File: config.mk
export PLATFORM = sky130hd
export DESIGN_NAME = clk_rst_seq
export DESIGN_NICKNAME = d
export VERILOG_FILES = /design/src/rtl/clk_rst_pkg.sv /design/src/rtl/sync_bit.sv /design/src/rtl/clk_rst_seq.sv
export SDC_FILE = /design/constraint.sdc
export NUM_CORES = 1
export LEC_CHECK = 0
export BUFFER_PORTS_ARGS = -buffer_cell sky130_fd_sc_hd__buf_2
export CORE_MARGIN = 3
export CORE_UTILIZATION = 50
export DETAILED_ROUTE_END_ITERATION = 8
export MAX_ROUTING_LAYER = met4
export PLACE_DENSITY_LB_ADDON = 0.15
export SLEW_MARGIN = 20
export SYNTH_ARGS = -nofsm -noshare
export SYNTH_HDL_FRONTEND = slang
export SYNTH_SLANG_ARGS = --single-unit
export TNS_END_PERCENT = 100
File: constraint.sdc
create_clock -name i_clk -period 3.5 [get_ports i_clk]
set_input_delay 0.175 -clock i_clk [delete_from_list [all_inputs] [get_ports i_clk]]
set_output_delay 0.175 -clock i_clk [all_outputs]
set_load 0.02 [all_outputs]
File: src/rtl/clk_rst_pkg.sv
// rtl/clk_rst_pkg.sv - shared types and default parameters for the reset/lock sequencer
package clk_rst_pkg;

   typedef enum logic [2:0] {
      S_MMCM_RST,
      S_WAIT_LOCK,
      S_STABLE,
      S_RUN,
      S_FAULT
   } seq_state_t;

   localparam int unsigned DEF_RESET_CYCLES  = 16;
   localparam int unsigned DEF_LOCK_TIMEOUT  = 65536;
   localparam int unsigned DEF_STABLE_CYCLES = 1024;
   localparam int unsigned DEF_MAX_RETRIES   = 3;
   localparam int unsigned DEF_SYNC_STAGES   = 2;

   // Counter width covering the largest terminal count; never below one bit.
   function automatic int unsigned cnt_width(input int unsigned a, input int unsigned b,
                                             input int unsigned c);
      int unsigned m;
      m = (a > b) ? a : b;
      m = (m > c) ? m : c;
      return (m > 1) ? $clog2(m) : 1;
   endfunction

endpackage

File: src/rtl/sync_bit.sv
// rtl/sync_bit.sv - single-bit multi-flop synchronizer with synchronous clear
module sync_bit #(
   parameter int unsigned STAGES = 2
) (
   input  logic clk_i,
   input  logic clear_i,
   input  logic d_i,
   output logic q_o
);

   logic [STAGES-1:0] sync_q;

   always_ff @(posedge clk_i) begin
      if (clear_i) begin
         sync_q <= '0;
      end else begin
         sync_q <= {sync_q[STAGES-2:0], d_i};
      end
   end

   assign q_o = sync_q[STAGES-1];

endmodule

File: src/rtl/clk_rst_seq.sv
// rtl/clk_rst_seq.sv - MMCM reset/lock sequencer; CLK_RST_SEQ_LOCK_LOSS_CNT_EN adds a lock-loss counter
module clk_rst_seq
   import clk_rst_pkg::*;
#(
   parameter int unsigned RESET_CYCLES  = DEF_RESET_CYCLES,
   parameter int unsigned LOCK_TIMEOUT  = DEF_LOCK_TIMEOUT,
   parameter int unsigned STABLE_CYCLES = DEF_STABLE_CYCLES,
   parameter int unsigned MAX_RETRIES   = DEF_MAX_RETRIES,
   parameter int unsigned SYNC_STAGES   = DEF_SYNC_STAGES
) (
   input  logic                               i_clk,
   input  logic                               i_reset,
   input  logic                               i_locked,
   input  logic                               i_restart,
   output logic                               o_mmcm_reset,
   output logic                               o_sys_reset,
   output logic                               o_ready,
   output logic                               o_fault,
   output logic [$clog2(MAX_RETRIES+1)-1:0]   o_retry_count,
   output logic [7:0]                         o_lock_loss_count
);

   localparam int unsigned CNT_W = cnt_width(RESET_CYCLES, LOCK_TIMEOUT, STABLE_CYCLES);
   localparam int unsigned RTY_W = $clog2(MAX_RETRIES+1);

   localparam logic [CNT_W-1:0] RST_LAST = CNT_W'(RESET_CYCLES - 1);
   localparam logic [CNT_W-1:0] TMO_LAST = CNT_W'(LOCK_TIMEOUT - 1);
   localparam logic [CNT_W-1:0] STB_LAST = CNT_W'(STABLE_CYCLES - 1);
   localparam logic [RTY_W-1:0] RTY_MAX  = RTY_W'(MAX_RETRIES);

   seq_state_t       state_q, state_d;
   logic [CNT_W-1:0] cnt_q, cnt_d;
   logic [RTY_W-1:0] retry_q, retry_d;
   logic             mmcm_q, sys_q, ready_q, fault_q;
   logic             lock_s;

   sync_bit #(
      .STAGES (SYNC_STAGES)
   ) u_lock_sync (
      .clk_i   (i_clk),
      .clear_i (i_reset),
      .d_i     (i_locked),
      .q_o     (lock_s)
   );

   always_comb begin
      state_d = state_q;
      cnt_d   = cnt_q;
      retry_d = retry_q;
      case (state_q)
         S_MMCM_RST: begin
            if (cnt_q == RST_LAST) begin
               state_d = S_WAIT_LOCK;
               cnt_d   = '0;
            end else begin
               cnt_d = cnt_q + 1'b1;
            end
         end
         S_WAIT_LOCK: begin
            if (lock_s) begin
               state_d = S_STABLE;
               cnt_d   = '0;
            end else if (cnt_q == TMO_LAST) begin
               retry_d = (retry_q == RTY_MAX) ? retry_q : retry_q + 1'b1;
               state_d = (32'(retry_q) + 32'd1 == MAX_RETRIES) ? S_FAULT : S_MMCM_RST;
               cnt_d   = '0;
            end else begin
               cnt_d = cnt_q + 1'b1;
            end
         end
         S_STABLE: begin
            // A lock dropout restarts the timeout window without charging a retry.
            if (!lock_s) begin
               state_d = S_WAIT_LOCK;
               cnt_d   = '0;
            end else if (cnt_q == STB_LAST) begin
               state_d = S_RUN;
               cnt_d   = '0;
            end else begin
               cnt_d = cnt_q + 1'b1;
            end
         end
         S_RUN: begin
            if (!lock_s) begin
               state_d = S_STABLE;
               cnt_d   = '0;
            end
         end
         S_FAULT: begin
            state_d = S_FAULT;
         end
         default: begin
            state_d = S_MMCM_RST;
            cnt_d   = '0;
         end
      endcase
      if (i_restart) begin
         state_d = S_MMCM_RST;
         cnt_d   = '0;
         retry_d = '0;
      end
   end

   always_ff @(posedge i_clk) begin
      if (i_reset) begin
         state_q <= S_MMCM_RST;
         cnt_q   <= '0;
         retry_q <= '0;
         mmcm_q  <= 1'b1;
         sys_q   <= 1'b1;
         ready_q <= 1'b0;
         fault_q <= 1'b0;
      end else begin
         state_q <= state_d;
         cnt_q   <= cnt_d;
         retry_q <= retry_d;
         mmcm_q  <= (state_q == S_MMCM_RST);
         sys_q   <= (state_q != S_RUN);
         ready_q <= (state_q == S_RUN);
         fault_q <= (state_q == S_FAULT);
      end
   end

   assign o_mmcm_reset  = mmcm_q;
   assign o_sys_reset   = sys_q;
   assign o_ready       = ready_q;
   assign o_fault       = fault_q;
   assign o_retry_count = retry_q;

`ifdef CLK_RST_SEQ_LOCK_LOSS_CNT_EN
   logic [7:0] loss_q;

   // Survives i_restart so lock-loss history spans re-sequences.
   always_ff @(posedge i_clk) begin
      if (i_reset) begin
         loss_q <= 8'd0;
      end else if (state_q == S_RUN && state_d == S_STABLE && loss_q != 8'hFF) begin
         loss_q <= loss_q + 8'd1;
      end
   end

   assign o_lock_loss_count = loss_q;
`else
   assign o_lock_loss_count = 8'd0;
`endif

endmodule

==> metrics.md <==
| Metric | Value |
|---|---|
| Status | finished clean |
| Hold slack | 0.0489 ns |
| Clk root buf | clkbuf_4 |
| YS warnings | 0 |
| Vias in the first global route | between 1000 and 1500 |
| GRT Total Usage | approximately 17% |
| Clock Latency Late Sink | ~0.32 ns |
| Peak VDD IR | 255 uV |
| Commonest non-fill, non-tap cell in the layout | dfxtp_1 |
| H-Tree Depth | 1 |
| Full die area | about 3400 sq um |
| Mapped Cells | 166 |
| Worst Path Required | 3.73 ns |
| NumNets Final | 179 |
| Setup bufs post-CTS | 0 |
| Period utilization | slightly above 60% |
| Core area | roughly 2600 sq um |
| Drt pass-1 iters | 4 |
| Ports | 18 |
| Netlist cell types | 42 |
| Fin. Hold Viols | 0 |
| Clock slew at reported path FFs | 0.15 ns |
| Detailed Route Iter0 Violations | 29 |
| Power Density | 327 nW/um^2 |
| Leak pwr | 0.000507 uW |
| Cell Int Power | between 300 and 400 uW |
| Vias post-DR | 1123 |
| Cell family with most CP delay | compound AO/OA/AOI/OAI gates |
| Slew HR | 60.1% |
| Avg Vias per Cell | 5.59 |
| Setup tns final | 0 ns |
| Place WS | ~1.4 ns |
| Most frequent cells in the layout | dfxtp_1 (27), nor2_1 (20), nand2_1 (15) |
| Sink Count | 27 |
| CTS buffer count | 3 |
| Port Buf Inserts | 9 |
| Switching Share | roughly a quarter |
| Die Width | approximately 59 microns |
| Worst Setup End Kind | flop |
| Synth Area per Inst | approximately 8.4 sq um |
| Slew Limit Fails | 0 |
| Antenna-violating nets left | 0 |
| CP bufs+invs | 0 |
| Psw | 111 uW |
| Total gr overflow | 0 |
| Post-Route WL | between 2 and 3 mm |
| Max Cap Viol | 0 |
| Largest net degree at the start of global routing | 17 |
| Placement Cell Area | between 1000 and 1500 sq um |
| First-pass GRT wire length | around 4.5 mm |
| Arrival @ worst endpoint | roughly 2.4 ns |
| Number of enable flip-flop cells after synthesis | 0 |
| TritonCTS clock tree | done |
| Power consumption | ~470 uW |
| Fin area | roughly 1400 sq um |
| Starting density of the core | between 50% and 60% |
| Min Tclk post-route | about 2.2 ns |
| Number of diodes | 0 |
| Post-CTS Hold Buffers | 0 |
| Initial antenna violation count | 0 |
| GPL Wtd Cong | 0.861 |
| CP max FO | 12 |
| Synthesized flop and latch total | 27 |
| Sequential share of power | about two thirds |
| Die Ht | 58.7 microns |
| Startpoint Class | flop |
| Endpoints failing setup | 0 |
| Final Worst Setup Slack | 1.32 ns |
| Seq/Total Area, Yosys | 38.9% |
| Comb power frac | 4.2% |
| CP max stage delay | 0.44 ns |
| Clock power frac | ~29% |
| Area grow syn2layout | 3.42% |
| Row count | 18 |
| Ys flop type | dfxtp_1 |
| Worst-case clock buffer depth | 2 |
| Asr flop ratio synth | 0% |
| HP Class | primary input to flop |
| Slowest-stage cell, CP | o31ai_4 |
| Share of layout cells above drive strength 1 | 12.9% |
| RSZ-0062 raised after global routing | false |
| Fmax | about 0.46 GHz |
| Worst-margin pin slew | around 0.6 ns |
| Worst Skew | around 0.0033 ns |
| # DRC | 0 |
| Setup CP Type | flop to flop |
| DR WL/cell | roughly 13 microns |
| PostCTS Resize Cnt | 0 |
| Final HPWL DP | roughly 2 mm |
| Crit path cell chain | ha_1 > nand3_1 > nor4_1 > o211ai_2 > o31ai_4 > nor2_1 |
| Mapped Area | 1390 sq um |
-- registers in the layout, summed over array words and instances (netlist names) --
register / count
state_q: 3
u_lock_sync.sync_q: 2
cnt_q: 16
o_sys_reset: 1
o_mmcm_reset: 1
o_ready: 1
o_retry_count: 2
o_fault: 1
-- kinds of logic (layout without fill, tap and decap cells) --
| family | after synthesis | after routing | synth area share (%) |
|---|---|---|---|
| xor gates and xnor gates | 9 | 9 | 5.68 |
| DFF | 27 | 27 | 38.9 |
| and+or+nand+nor | 77 | 77 | 29.2 |
| other | 1 | 8 | 0.270 |
| buffers and inverters | 18 | 16 | 7.39 |
| adders and majority gates | 3 | 3 | 2.70 |
| muxes | 1 | 1 | 0.721 |
| AOI/OAI and AO/OA | 30 | 30 | 15.1 |
-- worst reg2reg max path: stages (launching register included) --
cell and delay [ns]:
dfxtp_1 0.40, ha_1 0.21, nand3_1 0.21, nor4_1 0.40, o211ai_2 0.33, o31ai_4 0.44
nor2_1 0.09
-- cell usage after synthesis, types with 4 or more instances --
library cell,count,share of area [%]
nand2_1,15,4.1
nor2b_1,4,1.8
buf_4,8,4.3
xor2_1,6,3.8
buf_2,4,1.4
o22ai_1,6,2.7
nand4_1,9,4.1
dfxtp_1,27,39
nor2_1,20,5.4
a21oi_1,8,2.9
nor3_1,6,2.2
o21ai_1,4,1.4
-- through the flow --
stage	util, %	cells
3_5_place_dp	54.8	197
5_1_grt	55.9	201
4_1_cts	55.9	201
2_1_floorplan	-	173
3_3_place_gp	54.8	197
6_report	55.9	201
-- routing by layer --
layer	vias up	GRT usage, %	share of wire, %
li1	580	-	-
met1	519	20.5	48
met3	4	2.85	3.1
met4	0	5.83	0.97
met5	-	-	0
met2	20	29.3	48
-- cell type report --
class / instances / area [sq um]
inverter: 3 / 11.3
sequential: 27 / 541
timing repair buffer: 9 / 45.0
clock inverter: 1 / 7.51
fill: 252 / 1130
tap: 30 / 37.5
multi-input combinational: 128 / 772
clock buffer: 3 / 22.5
-- power groups by stage --
| stage | Clock [uW] | Sequential [uW] | Combinational (uW) |
|---|---|---|---|
| floorplan | 0 | 318 | 22.3 |
| global placement | 0 | 318 | 19.3 |
| detailed placement | 0 | 318 | 19.7 |
| CTS | 141 | 312 | 19.7 |
| global route | 153 | 312 | 22.4 |
| finish | 138 | 312 | 19.9 |
-- worst paths after layout --
kind / startpoint / endpoint / slack (ns) / cells after the start
worst min register to register: u_lock_sync.sync_q[0] / u_lock_sync.sync_q[1] / 0.46 / 1
worst max-delay path: cnt_q[0] / cnt_q[13] / 1.32 / 6
worst min-delay path: i_locked / u_lock_sync.sync_q[0] / 0.05 / 2
worst max register to register: cnt_q[0] / cnt_q[13] / 1.32 / 6
Power figures use the tool's default switching activity.
